$ cat src/rtl/recmes_llc_seq_pkg.sv
// Shared definitions for the receive-message LLC write sequencer:
// state encoding, buffer geometry and the data-length to word-count mapping.
package recmes_llc_seq_pkg;

    typedef enum logic [2:0] {
        ST_IDLE,
        ST_CHECK,
        ST_WRDATA,
        ST_WAITCPU,
        ST_WRCTRL,
        ST_DONE
    } state_t;

    // Number of 16-bit data registers in one receive buffer.
    localparam int RECMES_WORDS  = 4;
    // Largest meaningful data length code; codes above this still mean 8 bytes.
    localparam int RECMES_MAXDLC = 8;

    // Number of 16-bit words to write for a frame. A remote frame carries no
    // data, and an odd byte count rounds up to a whole word.
    function automatic logic [2:0] dlc2words(input logic rtr, input logic [3:0] dlc);
        logic [3:0] clipped;
        if (rtr) begin
            return 3'd0;
        end
        clipped = (dlc > 4'(RECMES_MAXDLC)) ? 4'(RECMES_MAXDLC) : dlc;
        return 3'((clipped + 4'd1) >> 1);
    endfunction

    // Word k of the received payload; byte 0 sits in the top byte of word 0.
    function automatic logic [15:0] select_word(input logic [63:0] data, input logic [1:0] k);
        logic [15:0] w;
        case (k)
            2'd0:    w = data[63:48];
            2'd1:    w = data[47:32];
            2'd2:    w = data[31:16];
            default: w = data[15:0];
        endcase
        return w;
    endfunction

    // One-hot write enable for data register k.
    function automatic logic [RECMES_WORDS-1:0] word_onehot(input logic [1:0] k);
        return RECMES_WORDS'(4'b0001 << k);
    endfunction

endpackage

$ cat src/rtl/recmes_llc_seq.sv
// Receive-message LLC write sequencer for one CAN receive buffer.
// Copies an accepted frame's data words into the buffer, then issues one
// controller write to the control register and pulses the receive interrupt.
module recmes_llc_seq
    import recmes_llc_seq_pkg::*;
(
    input  logic                    clk,
    input  logic                    rst,
    input  logic                    rec_done,
    input  logic                    id_match,
    input  logic                    rtr_in,
    input  logic [3:0]              dlc_in,
    input  logic [63:0]             data_in,
    input  logic                    ric_cur,
    input  logic                    cpu_wr,
    output logic                    can,
    output logic                    ofc,
    output logic                    ric,
    output logic                    rtr,
    output logic [3:0]              dlc,
    output logic [RECMES_WORDS-1:0] data_we,
    output logic [15:0]             data_word,
    output logic                    busy,
    output logic                    rec_irq,
    output logic                    drop
);

    state_t      state;
    logic        match_lat;
    logic        rtr_lat;
    logic [3:0]  dlc_lat;
    logic [63:0] data_lat;
    logic [2:0]  words_lat;
    logic [1:0]  k;

    // Sequencer: every output is registered and set on the edge that enters
    // the state which owns it, so strobes line up with the state they belong to.
    always_ff @(posedge clk) begin
        if (!rst) begin
            state     <= ST_IDLE;
            match_lat <= 1'b0;
            rtr_lat   <= 1'b0;
            dlc_lat   <= 4'd0;
            data_lat  <= 64'd0;
            words_lat <= 3'd0;
            k         <= 2'd0;
            can       <= 1'b0;
            ofc       <= 1'b0;
            ric       <= 1'b0;
            rtr       <= 1'b0;
            dlc       <= 4'd0;
            data_we   <= '0;
            data_word <= 16'd0;
            busy      <= 1'b0;
            rec_irq   <= 1'b0;
            drop      <= 1'b0;
        end else begin
            can       <= 1'b0;
            ofc       <= 1'b0;
            ric       <= 1'b0;
            rtr       <= 1'b0;
            dlc       <= 4'd0;
            data_we   <= '0;
            data_word <= 16'd0;
            rec_irq   <= 1'b0;
            drop      <= rec_done && (state != ST_IDLE);

            case (state)
                ST_IDLE: begin
                    if (rec_done) begin
                        match_lat <= id_match;
                        rtr_lat   <= rtr_in;
                        dlc_lat   <= dlc_in;
                        data_lat  <= data_in;
                        busy      <= 1'b1;
                        state     <= ST_CHECK;
                    end
                end

                ST_CHECK: begin
                    words_lat <= dlc2words(rtr_lat, dlc_lat);
                    if (!match_lat) begin
                        busy  <= 1'b0;
                        state <= ST_IDLE;
                    end else if (dlc2words(rtr_lat, dlc_lat) == 3'd0) begin
                        state <= ST_WAITCPU;
                    end else begin
                        k         <= 2'd0;
                        data_we   <= word_onehot(2'd0);
                        data_word <= select_word(data_lat, 2'd0);
                        state     <= ST_WRDATA;
                    end
                end

                ST_WRDATA: begin
                    if ({1'b0, k} == words_lat - 3'd1) begin
                        state <= ST_WAITCPU;
                    end else begin
                        k         <= k + 2'd1;
                        data_we   <= word_onehot(k + 2'd1);
                        data_word <= select_word(data_lat, k + 2'd1);
                    end
                end

                ST_WAITCPU: begin
                    if (!cpu_wr) begin
                        can   <= 1'b1;
                        ric   <= 1'b1;
                        ofc   <= ric_cur;
                        rtr   <= rtr_lat;
                        dlc   <= dlc_lat;
                        state <= ST_WRCTRL;
                    end
                end

                ST_WRCTRL: begin
                    rec_irq <= 1'b1;
                    state   <= ST_DONE;
                end

                ST_DONE: begin
                    busy  <= 1'b0;
                    state <= ST_IDLE;
                end

                default: begin
                    busy  <= 1'b0;
                    state <= ST_IDLE;
                end
            endcase
        end
    end

endmodule

$ cat config.mk
export PLATFORM = sky130hd
export DESIGN_NAME = recmes_llc_seq
export DESIGN_NICKNAME = d
export VERILOG_FILES = /design/src/rtl/recmes_llc_seq_pkg.sv /design/src/rtl/recmes_llc_seq.sv
export SDC_FILE = /design/constraint.sdc
export NUM_CORES = 1
export LEC_CHECK = 0
export CORE_ASPECT_RATIO = 0.75
export CORE_UTILIZATION = 40
export DETAILED_ROUTE_END_ITERATION = 12
export PLACE_DENSITY = 0.68
export SKIP_LAST_GASP = 1
export SYNTH_ARGS = -nofsm -noshare
export SYNTH_HDL_FRONTEND = slang
export SYNTH_SLANG_ARGS = --single-unit
$ cat constraint.sdc
create_clock -name clk -period 2.05 [get_ports clk]
set_input_delay 0.3075 -clock clk [delete_from_list [all_inputs] [get_ports clk]]
set_output_delay 0.3075 -clock clk [all_outputs]
set_load 0.005 [all_outputs]
==> out/metrics.cfg, run 1 <==
[outcome]
status = finished, final reports clean

[clock_network]
cts_buffer_depth = 2
root_buffer = clkbuf_16
cts.clk_slew.worst_paths_ns = 0.07
insertion_delay_ns = 0.35
numCtsBuffers = 9
cts_sinks = 108
cts_tree = done
htreeDepth = 3

[placement]
gp_congestion = 0.8197
hpwl_um = 8142
placed_area_mm2 = 0.005689
portBuffers = 105

[worst_setup_path]
r2r-start = dlc_lat[3]
reg2reg_depth = 7
rrSetupSlack_ns = 0.15
rr_endpoint = k[0]
cp_data_arrival_time_ns = 2.14
crit_fanout = 20
required_ns = 2.29
crit_type = flop to flop
cp-end-kind = flop
start_kind = flop

[synth]
syn_area_mm2 = 0.004476
synth_edf_count = 0
yosysSeqAreaShare_pct = 48.31
ys_warn_count = 0
post-synth-top-area-fraction_pct = 48.31
synth.largest_area_cell = dfxtp_1
yosys-top-cells-area = dfxtp_1 48%, nand2_1 14%, a21boi_0 12%
synth_cell_types = 40
synth_nets = 609
ys.flop_type = dfxtp_1
async_flop_share_pct = 0
ys_seq_elements = 108
synth_cells = 527
synth.avg_cell_area_um2 = 8.492

[detailed_routing]
wirelength_um = 11690
via_count = 3963
viasPerCell = 5.214
drc = 0
firstDrtPassIters = 5
final_antenna_net_count = 0
wire_per_inst_um = 15.38
first_iter_violations = 420

[power]
p_per_area_mw_per_mm2 = 760.0
irDropWorstVdd_uv = 455.3
leakagePower_nw = 2.166
finalPower_mw = 4.568

[hold_path]
holdPathStages = 3
hold_start = rst
worstHoldEndpoint = busy
hold_path_class = primary input to flop

[floorplan]
ios = 106
die-area_mm2 = 0.01162
coreArea_mm2 = 0.01090
die_y_um = 93.61
dieWidth_um = 124.1
start_util_pct = 41.06
fp-row-count = 33

[sta]
skew_ns = 0.005839
worst_pin_slew_ns = 0.7996
finalSetupViolCount = 0
finalHoldViolations = 0
maxSlewHeadroom_pct = 46.69
fmax_mhz = 527.1
fin_crit_sh_pct = 92.54
fin_tns_setup_ns = 0
rsz0062_at_grt = false
finalMaxSlewViolations = 0
layout_min_cycle_time_ns = 1.897

[global_routing]
grt_antenna_before_repair = 0
gr-usage-met3_pct = 5.122
grt-ovfl-total = 0
grt_pass1_vias = 3547
met2_usage_pct = 32.09
grt_max_degree = 68
use_met1_pct = 29.37
grt_usage_pct = 20.94
grt_pass1_wl_um = 18330
busiest_layer = met2

[cells_and_area]
mostFrequentLayoutCells = 162 x nand2_1, 107 x dfxtp_1, 104 x clkdlybuf4s50_1, 70 x a21boi_0, 22 x nor2_1
diodes = 0
fin_nets = 697
area_delta_synth_final_pct = 34.30
layout_commonest_cell = nand2_1
drive_above_1_share_pct = 6.452
final_area_mm2 = 0.006011

[job]
cap_viol_max_count = 0

sequential cells by signal (all words and copies together) (netlist names), 2 cells and up:
signal     cells
k              2
dlc_lat        4
words_lat      3
data_word     16
state          3
data_lat      64
dlc            4
data_we        4
Yosys cell counts, types with 2 or more instances:
cell type,number
nand2_1,163
dfxtp_1,108
a21boi_0,70
clkbuf_1,26
nor2_1,22
a222oi_1,16
a22oi_1,16
o21ai_0,16
buf_2,14
and3_1,11
ha_1,7
inv_1,7
a21oi_1,5
nor2b_1,5
nor3_1,5
xnor2_1,3
a311oi_1,2
and2_1,2
buf_4,2
nor3b_1,2
nor4b_1,2
o2111ai_1,2
o211ai_1,2
o21a_1,2
xor2_1,2
critical path, cell delays in order, from the launching register on:
cell	delay, ns
dfxtp_2	0.41
nor2b_1	0.08
ha_1	0.35
a311oi_4	0.07
a2111oi_4	0.42
buf_12	0.21
nor3_1	0.07
a31o_1	0.18
cell type report:
cell class                      instances  area [µm²]
Multi-Input combinational cell        369        2125
Tap cell                              140       175.2
Clock buffer                           14       284.0
Inverter                                7       26.28
Timing Repair Buffer                  120        1221
Clock inverter                          2       16.27
Sequential cell                       108        2163
Fill cell                            1002        4890
what timing repair did:
item                       4_1_cts  5_1_grt
hold buffers                     0        0
pin swaps                        0        0
setup endpoints to repair        1       10
buffers inserted                 0        0
gates resized for setup          1        3
gates cloned                     0        0
metal layers:
metal | vias up | part of all wire (%)
li1 | 1974 | -
met1 | 1842 | 49
met2 | 137 | 44
met3 | 10 | 6.2
met4 | 0 | 0.94
met5 | - | 0
stage by stage:
stage / hold slack, ns / cells / setup slack [ns] / utilization (%)
6_report: 0.4067 / 760 / 0.1529 / 55.14
5_1_grt: 0.4673 / 760 / 0.01265 / 55.14
4_1_cts: 0.4007 / 760 / 0.1044 / 55.00
3_5_place_dp: 0.4475 / 744 / 0.01513 / 52.19
3_3_place_gp: 0.4333 / 744 / 0.1403 / 52.19
2_1_floorplan: 0.4378 / 527 / 0.2275 / -
cells by family (layout without fill, tap and decap cells):
group / after synthesis / count (layout) / synth area share (%)
AND/OR/NAND/NOR: 217 / 217 / 20.18
flip-flops: 108 / 108 / 48.31
adder cells (fa/ha/maj): 7 / 7 / 1.957
buffers and inverters: 50 / 143 / 4.752
XOR/XNOR: 5 / 5 / 0.9787
AO/OA/AOI/OAI: 140 / 140 / 23.82
how the worst max path moves through the flow:
stage / slack [ns] / cells past startpoint / from / endpoint
finish: 0.15 / 7 / dlc_lat[3] / k[0]
global route: 0.01 / 5 / k[1] / data_word[12]
CTS: 0.10 / 7 / dlc_lat[3] / k[0]
detailed placement: 0.02 / 7 / dlc_lat[3] / k[0]
global placement: 0.14 / 7 / dlc_lat[3] / k[1]
floorplan: 0.23 / 7 / dlc_lat[3] / k[1]
where the power goes:
group          switching [mW]  internal, mW
Combinational           0.279         0.301
Clock                   0.747         0.960
Sequential             0.0767          2.20
Total                    1.10          3.47
Power figures use the tool's default switching activity.
==> run 2, diff against run 1 <==
Settings changed: PLACE_DENSITY 0.68 to 0.71.
Clock period 2.05 ns to 1.6 ns, I/O delays scaled along.
==> out/metrics.cfg, run 2 (synthesis gave the netlist of run 1 again) <==
[placement]
hpwl_um = 8529  ; +4.8%
gp_congestion = 0.8363  ; +2.0%
dp_slack_ns = -0.2127  ; -0.2278 ns
portBuffers = 105  ; unchanged
placedCellCount = 765  ; +2.8%
placed_area_mm2 = 0.005943  ; +4.5%

[sta]
finalMaxSlewViolations = 0  ; unchanged
maxSlewHeadroom_pct = 72.36  ; +26 points
worst_pin_slew_ns = 0.4089  ; -0.3907 ns
rsz0062_at_grt = true
setup_slack_ns = -0.1552  ; -0.3081 ns
finalSetupViolCount = 20  ; +20
skew_ns = 0.006813  ; +0.0009739 ns
fmax_mhz = 569.7  ; +8.1%
finalHoldViolations = 0  ; unchanged
layout_min_cycle_time_ns = 1.755  ; -0.1419 ns
fin_crit_sh_pct = 109.7  ; +17 points

[cells_and_area]
fin_nets = 719  ; +3.2%
area_delta_synth_final_pct = 41.04
drive_above_1_share_pct = 11.37  ; +4.9 points
regMostFlops = data_lat
seq_area_mm2 = 0.002171  ; +0.35%
final_core_util_pct = 57.91  ; +2.8 points
layout_commonest_cell = nand2_1
fin_cells = 782  ; +2.9%
mostFrequentLayoutCells = 162 x nand2_1, 104 x clkdlybuf4s50_1, 103 x dfxtp_1, 70 x a21boi_0, 25 x buf_4
reg.largest.list = data_lat: 64 flops, data_word: 16 flops
largest_reg_flops = 64  ; unchanged
diodes = 0  ; unchanged
final_area_mm2 = 0.006312  ; +5.0%
multi_input_area_mm2 = 0.002207  ; +3.9%
fillCellCount = 966  ; -3.6%

[floorplan]
ios = 106  ; unchanged
start_util_pct = 41.06  ; unchanged
fp-row-count = 33  ; unchanged
coreArea_mm2 = 0.01090  ; unchanged
dieWidth_um = 124.1  ; unchanged
die_y_um = 93.61  ; unchanged
die-area_mm2 = 0.01162  ; unchanged

[detailed_routing]
wirelength_um = 12230  ; +4.7%
firstDrtPassIters = 6  ; +1
wl_met1_um = 5585  ; -1.9%
viasPerCell = 5.353  ; +2.7%
final_antenna_net_count = 0  ; unchanged
wire_per_inst_um = 15.64  ; +1.7%
top_layer_used = met4
met3WireLength_um = 896  ; +24%
wl_met2_um = 5647  ; +9.5%
drc = 0  ; unchanged
via_count = 4186  ; +5.6%
first_iter_violations = 368  ; -12%

[worst_setup_path]
path_buf_inv = 1  ; unchanged
crit_fanout = 20  ; unchanged
cp-end-kind = flop
cp_cell_sequence = nor2b_4 > ha_4 > xnor2_2 > a2111oi_4 > buf_12 > nor3_2 > a31o_1
cp_data_arrival_time_ns = 1.99  ; -0.15 ns
required_ns = 1.84  ; -0.45 ns
max_stage_delay_ns = 0.44  ; +0.02 ns
crit_type = flop to flop
cpMaxStageDelayCell = a2111oi_4
start_kind = flop
critPathTopFamily = compound AO/OA/AOI/OAI gates

[power]
leakagePower_nw = 2.297  ; +6.0%
p_per_area_mw_per_mm2 = 918.7  ; +21%
irDropWorstVdd_uv = 629.2  ; +38%

[outcome]
status = finished, violations left
violations = negative setup slack

[global_routing]
grt_pass1_vias = 3900  ; +10%
grt_max_degree = 75  ; +10%
grt-ovfl-total = 0  ; unchanged
grt_usage_pct = 21.47  ; +0.53 points
grt_pass1_wl_um = 19020  ; +3.8%
grt_antenna_before_repair = 0  ; unchanged

[clock_network]
insertion_delay_ns = 0.35  ; about the same
cts_sinks = 108  ; unchanged
numCtsBuffers = 9  ; unchanged
cts_buffer_depth = 2  ; unchanged
root_buffer = clkbuf_16
post_cts_buffers = 0  ; unchanged
cts.clk_slew.worst_paths_ns = 0.07  ; about the same
cts_tree = done
htreeDepth = 3  ; unchanged
holdBufCountCts = 0  ; unchanged

[hold_path]
hold_path_class = primary input to flop

[job]
cap_viol_max_count = 0  ; unchanged

[run 2: cell types whose count changed in the layout (fill, tap and decap cells not counted), sizes merged]
cell    delta
clkbuf     -1
buf       +21
clkinv     +2
[run 2: power by group]
group          switching, mW  internal [mW]  leakage, nW
clock                  0.964           1.06        0.127
combinational          0.402          0.458         1.29
sequential            0.0954           2.82        0.884
[run 2: per-stage QoR]
stage	setup TNS, ns	total power [mW]	hold slack, ns
6_report	-1.357	5.799	0.3030
5_1_grt	-2.556	6.051	0.3079
4_1_cts	-2.236	5.791	0.2895
3_5_place_dp	-3.163	3.780	0.4475
3_3_place_gp	-1.066	3.761	0.4339
2_1_floorplan	-0.9784	3.363	0.3774
[run 2: cell type report]
type                            instances  area share [%]
Timing Repair Buffer                  142           23.29
Clock inverter                          4          0.4163
Clock buffer                           12           3.746
Inverter                                7          0.4163
Tap cell                              140           2.775
Multi-Input combinational cell        369           34.97
Sequential cell                       108           34.39
[run 2: worst paths after layout]
| check | from | slack, ns | to | cells after the start |
|---|---|---|---|---|
| setup / recovery | dlc_lat[0] | -0.16 | k[0] | 7 |
| setup reg to reg | dlc_lat[0] | -0.16 | k[0] | 7 |
| hold / removal | rst | 0.30 | busy | 3 |
| hold reg to reg | busy | 0.45 | busy | 2 |
[run 2: layer usage]
layer / global-route usage, % / vias up
met3: 6.098 / 9
met1: 28.76 / 1996
met5: 0 / -
met4: 5.556 / 0
li1: - / 2024
met2: 33.66 / 157
[run 2: what timing repair did]
action | 4_1_cts | 5_1_grt
gates resized for setup | 5 | 10
pin swaps | 2 | 3
endpoints found under the setup margin | 20 | 61
cloned | 0 | 1
[run 2: worst register-to-register path, cell delays in order, from the launching register on]
cell and delay (ns):
dfxtp_2 0.33, nor2b_4 0.13, ha_4 0.16, xnor2_2 0.15, a2111oi_4 0.44, buf_12 0.22
nor3_2 0.05, a31o_1 0.19
==> run 3, diff against run 2 <==
Settings changed: CORE_ASPECT_RATIO 0.75 to 0.9.
==> out/metrics.cfg, run 3 (synthesis gave the netlist of run 1 again) <==
[clock_network]
root_buffer = clkbuf_16
htreeDepth = 3  ; unchanged
cts.clk_slew.worst_paths_ns = 0.07  ; about the same
cts_sinks = 108  ; unchanged
cts_tree = done
cts_buffer_depth = 2  ; unchanged
insertion_delay_ns = 0.35  ; about the same
numCtsBuffers = 9  ; unchanged

[worst_setup_path]
cp_cell_sequence = nor2b_4 > ha_4 > xnor2_2 > a2111oi_4 > buf_12 > nor3_2 > a31o_1
crit_type = flop to flop
required_ns = 1.84  ; about the same
path_buf_inv = 1  ; unchanged
cp-end-kind = flop
crit_fanout = 10  ; -50%
max_stage_delay_ns = 0.51  ; +0.07 ns
critPathTopFamily = compound AO/OA/AOI/OAI gates
cp_data_arrival_time_ns = 2.02  ; +0.03 ns
rr_endpoint = k[0]
rrSetupSlack_ns = -0.18  ; -0.03 ns
reg2reg_depth = 7  ; unchanged
start_kind = flop
cpMaxStageDelayCell = a2111oi_4
r2r-start = dlc_lat[1]

[cells_and_area]
reg.largest.list = data_lat: 64 flops, data_word: 16 flops
final_core_util_pct = 59.80  ; +1.9 points
regMostFlops = data_lat
diodes = 0  ; unchanged
largest_reg_flops = 64  ; unchanged
layout_commonest_cell = nand2_1
fillCellCount = 938  ; -2.9%
area_delta_synth_final_pct = 45.04
mostFrequentLayoutCells = 162 x nand2_1, 104 x clkdlybuf4s50_1, 101 x dfxtp_1, 69 x a21boi_0, 29 x buf_4
fin_nets = 725  ; +0.83%
drive_above_1_share_pct = 13.76  ; +2.4 points

[sta]
maxSlewHeadroom_pct = 69.84  ; -2.5 points
fin_crit_sh_pct = 111.4  ; +1.7 points
setup_slack_ns = -0.1819  ; -0.02670 ns
finalHoldViolations = 0  ; unchanged
finalSetupViolCount = 21  ; +5.0%
rsz0062_at_grt = true
finalMaxSlewViolations = 0  ; unchanged
fmax_mhz = 561.2  ; -1.5%
skew_ns = 0.009515  ; +0.002703 ns
layout_min_cycle_time_ns = 1.782  ; +0.02670 ns
worst_pin_slew_ns = 0.4524  ; +0.04354 ns

[global_routing]
grt_pass1_vias = 3876  ; -0.62%
grt_pass1_wl_um = 19060  ; +0.22%
grt_max_degree = 43  ; -43%
grt_usage_pct = 20.93  ; -0.54 points
grt_antenna_before_repair = 0  ; unchanged
grt-ovfl-total = 0  ; unchanged

[floorplan]
die-area_mm2 = 0.01162  ; about the same
start_util_pct = 41.23  ; +0.17 points
dieWidth_um = 113.5  ; -8.6%
die_y_um = 102.4  ; +9.3%
fp-row-count = 36  ; +9.1%
coreArea_mm2 = 0.01086  ; -0.41%
ios = 106  ; unchanged

[hold_path]
hold_start = rst
holdPathStages = 3  ; unchanged
worstHoldEndpoint = busy
hold_path_class = primary input to flop

[detailed_routing]
wirelength_um = 12980  ; +6.1%
wire_per_inst_um = 16.25  ; +3.9%
first_iter_violations = 363  ; -1.4%
viasPerCell = 5.279  ; -1.4%
drc = 0  ; unchanged
via_count = 4218  ; +0.76%
firstDrtPassIters = 8  ; +2
final_antenna_net_count = 0  ; unchanged

[outcome]
violations = negative setup slack
status = finished, violations left

[placement]
portBuffers = 105  ; unchanged
gp_congestion = 0.8236  ; -1.5%
dp_slack_ns = -0.1733  ; +0.03939 ns
hpwl_um = 8523  ; about the same

[power]
finalPower_mw = 5.906  ; +1.8%
irDropWorstVdd_uv = 593.5  ; -5.7%
leakagePower_nw = 2.360  ; +2.7%
p_per_area_mw_per_mm2 = 909.8  ; -0.97%

[job]
cap_viol_max_count = 0  ; unchanged

[run 3: changes by cell type in the layout (fill, tap and decap cells not counted), moves of 3 or more]
| cell | before | now |
|---|---|---|
| clkbuf_16 | 10 | 15 |
| buf_4 | 25 | 29 |
| clkbuf_1 | 3 | 0 |
| inv_6 | 0 | 3 |
[run 3: worst max path at each step]
| stage | slack, ns | end | depth (start not counted) | from |
|---|---|---|---|---|
| 6_report | -0.18 | k[0] | 7 | dlc_lat[1] |
| 2_1_floorplan | -0.07 | k[1] | 7 | dlc_lat[0] |
| 5_1_grt | -0.24 | k[0] | 7 | dlc_lat[0] |
| 3_3_place_gp | -0.11 | k[0] | 7 | dlc_lat[0] |
| 3_5_place_dp | -0.17 | data_word[4] | 7 | dlc_lat[1] |
| 4_1_cts | -0.16 | k[0] | 7 | dlc_lat[1] |
[run 3: stage by stage]
stage,instances,cell area (µm²),hold slack (ns),TNS (ns)
global placement,778,5941,0.4319,-1.470
CTS,793,6228,0.2513,-1.835
detailed placement,778,5941,0.4352,-2.110
finish,799,6491,0.2662,-2.724
global route,799,6491,0.3017,-4.129
floorplan,527,4514,0.3774,-0.9784
[run 3: layer usage]
| metal | global-route usage (%) | vias up | wire, µm |
|---|---|---|---|
| li1 | - | 2042 | - |
| met1 | 27.92 | 1959 | 5762 |
| met2 | 34.52 | 196 | 6015 |
| met3 | 3.618 | 21 | 980 |
| met4 | 6.984 | 0 | 223 |
| met5 | 0 | - | 0 |
[run 3: worst min-delay path: cells and delay by family]
kind                   cells  cell delay [ns]
buffers and inverters      1             0.20
AOI/OAI and AO/OA          1             0.03
and+or+nand+nor            1             0.09
[run 3: what timing repair did]
item / 4_1_cts / 5_1_grt
hold buffers: 0 / 0
endpoints found under the setup margin: 20 / 68
gates resized for setup: 2 / 23
setup buffers: 0 / 1
pin swaps: 1 / 4
cloned: 0 / 6
[run 3: final cells by class]
| cell class | instances | area (µm²) | area share [%] |
|---|---|---|---|
| multi-input combinational | 369 | 2256 | 34.75 |
| clock buffer | 9 | 225.2 | 3.470 |
| timing repair buffer | 148 | 1574 | 24.25 |
| tap | 152 | 190.2 | 2.930 |
| inverter | 7 | 26.28 | 0.4048 |
| clock inverter | 6 | 46.29 | 0.7132 |
| sequential | 108 | 2173 | 33.48 |
[run 3: report_power, final]
| part | leakage (nW) | internal [mW] | switching, mW |
|---|---|---|---|
| registers | 0.885 | 2.82 | 0.0992 |
| clock network | 0.129 | 1.06 | 1.01 |
| logic | 1.35 | 0.486 | 0.421 |
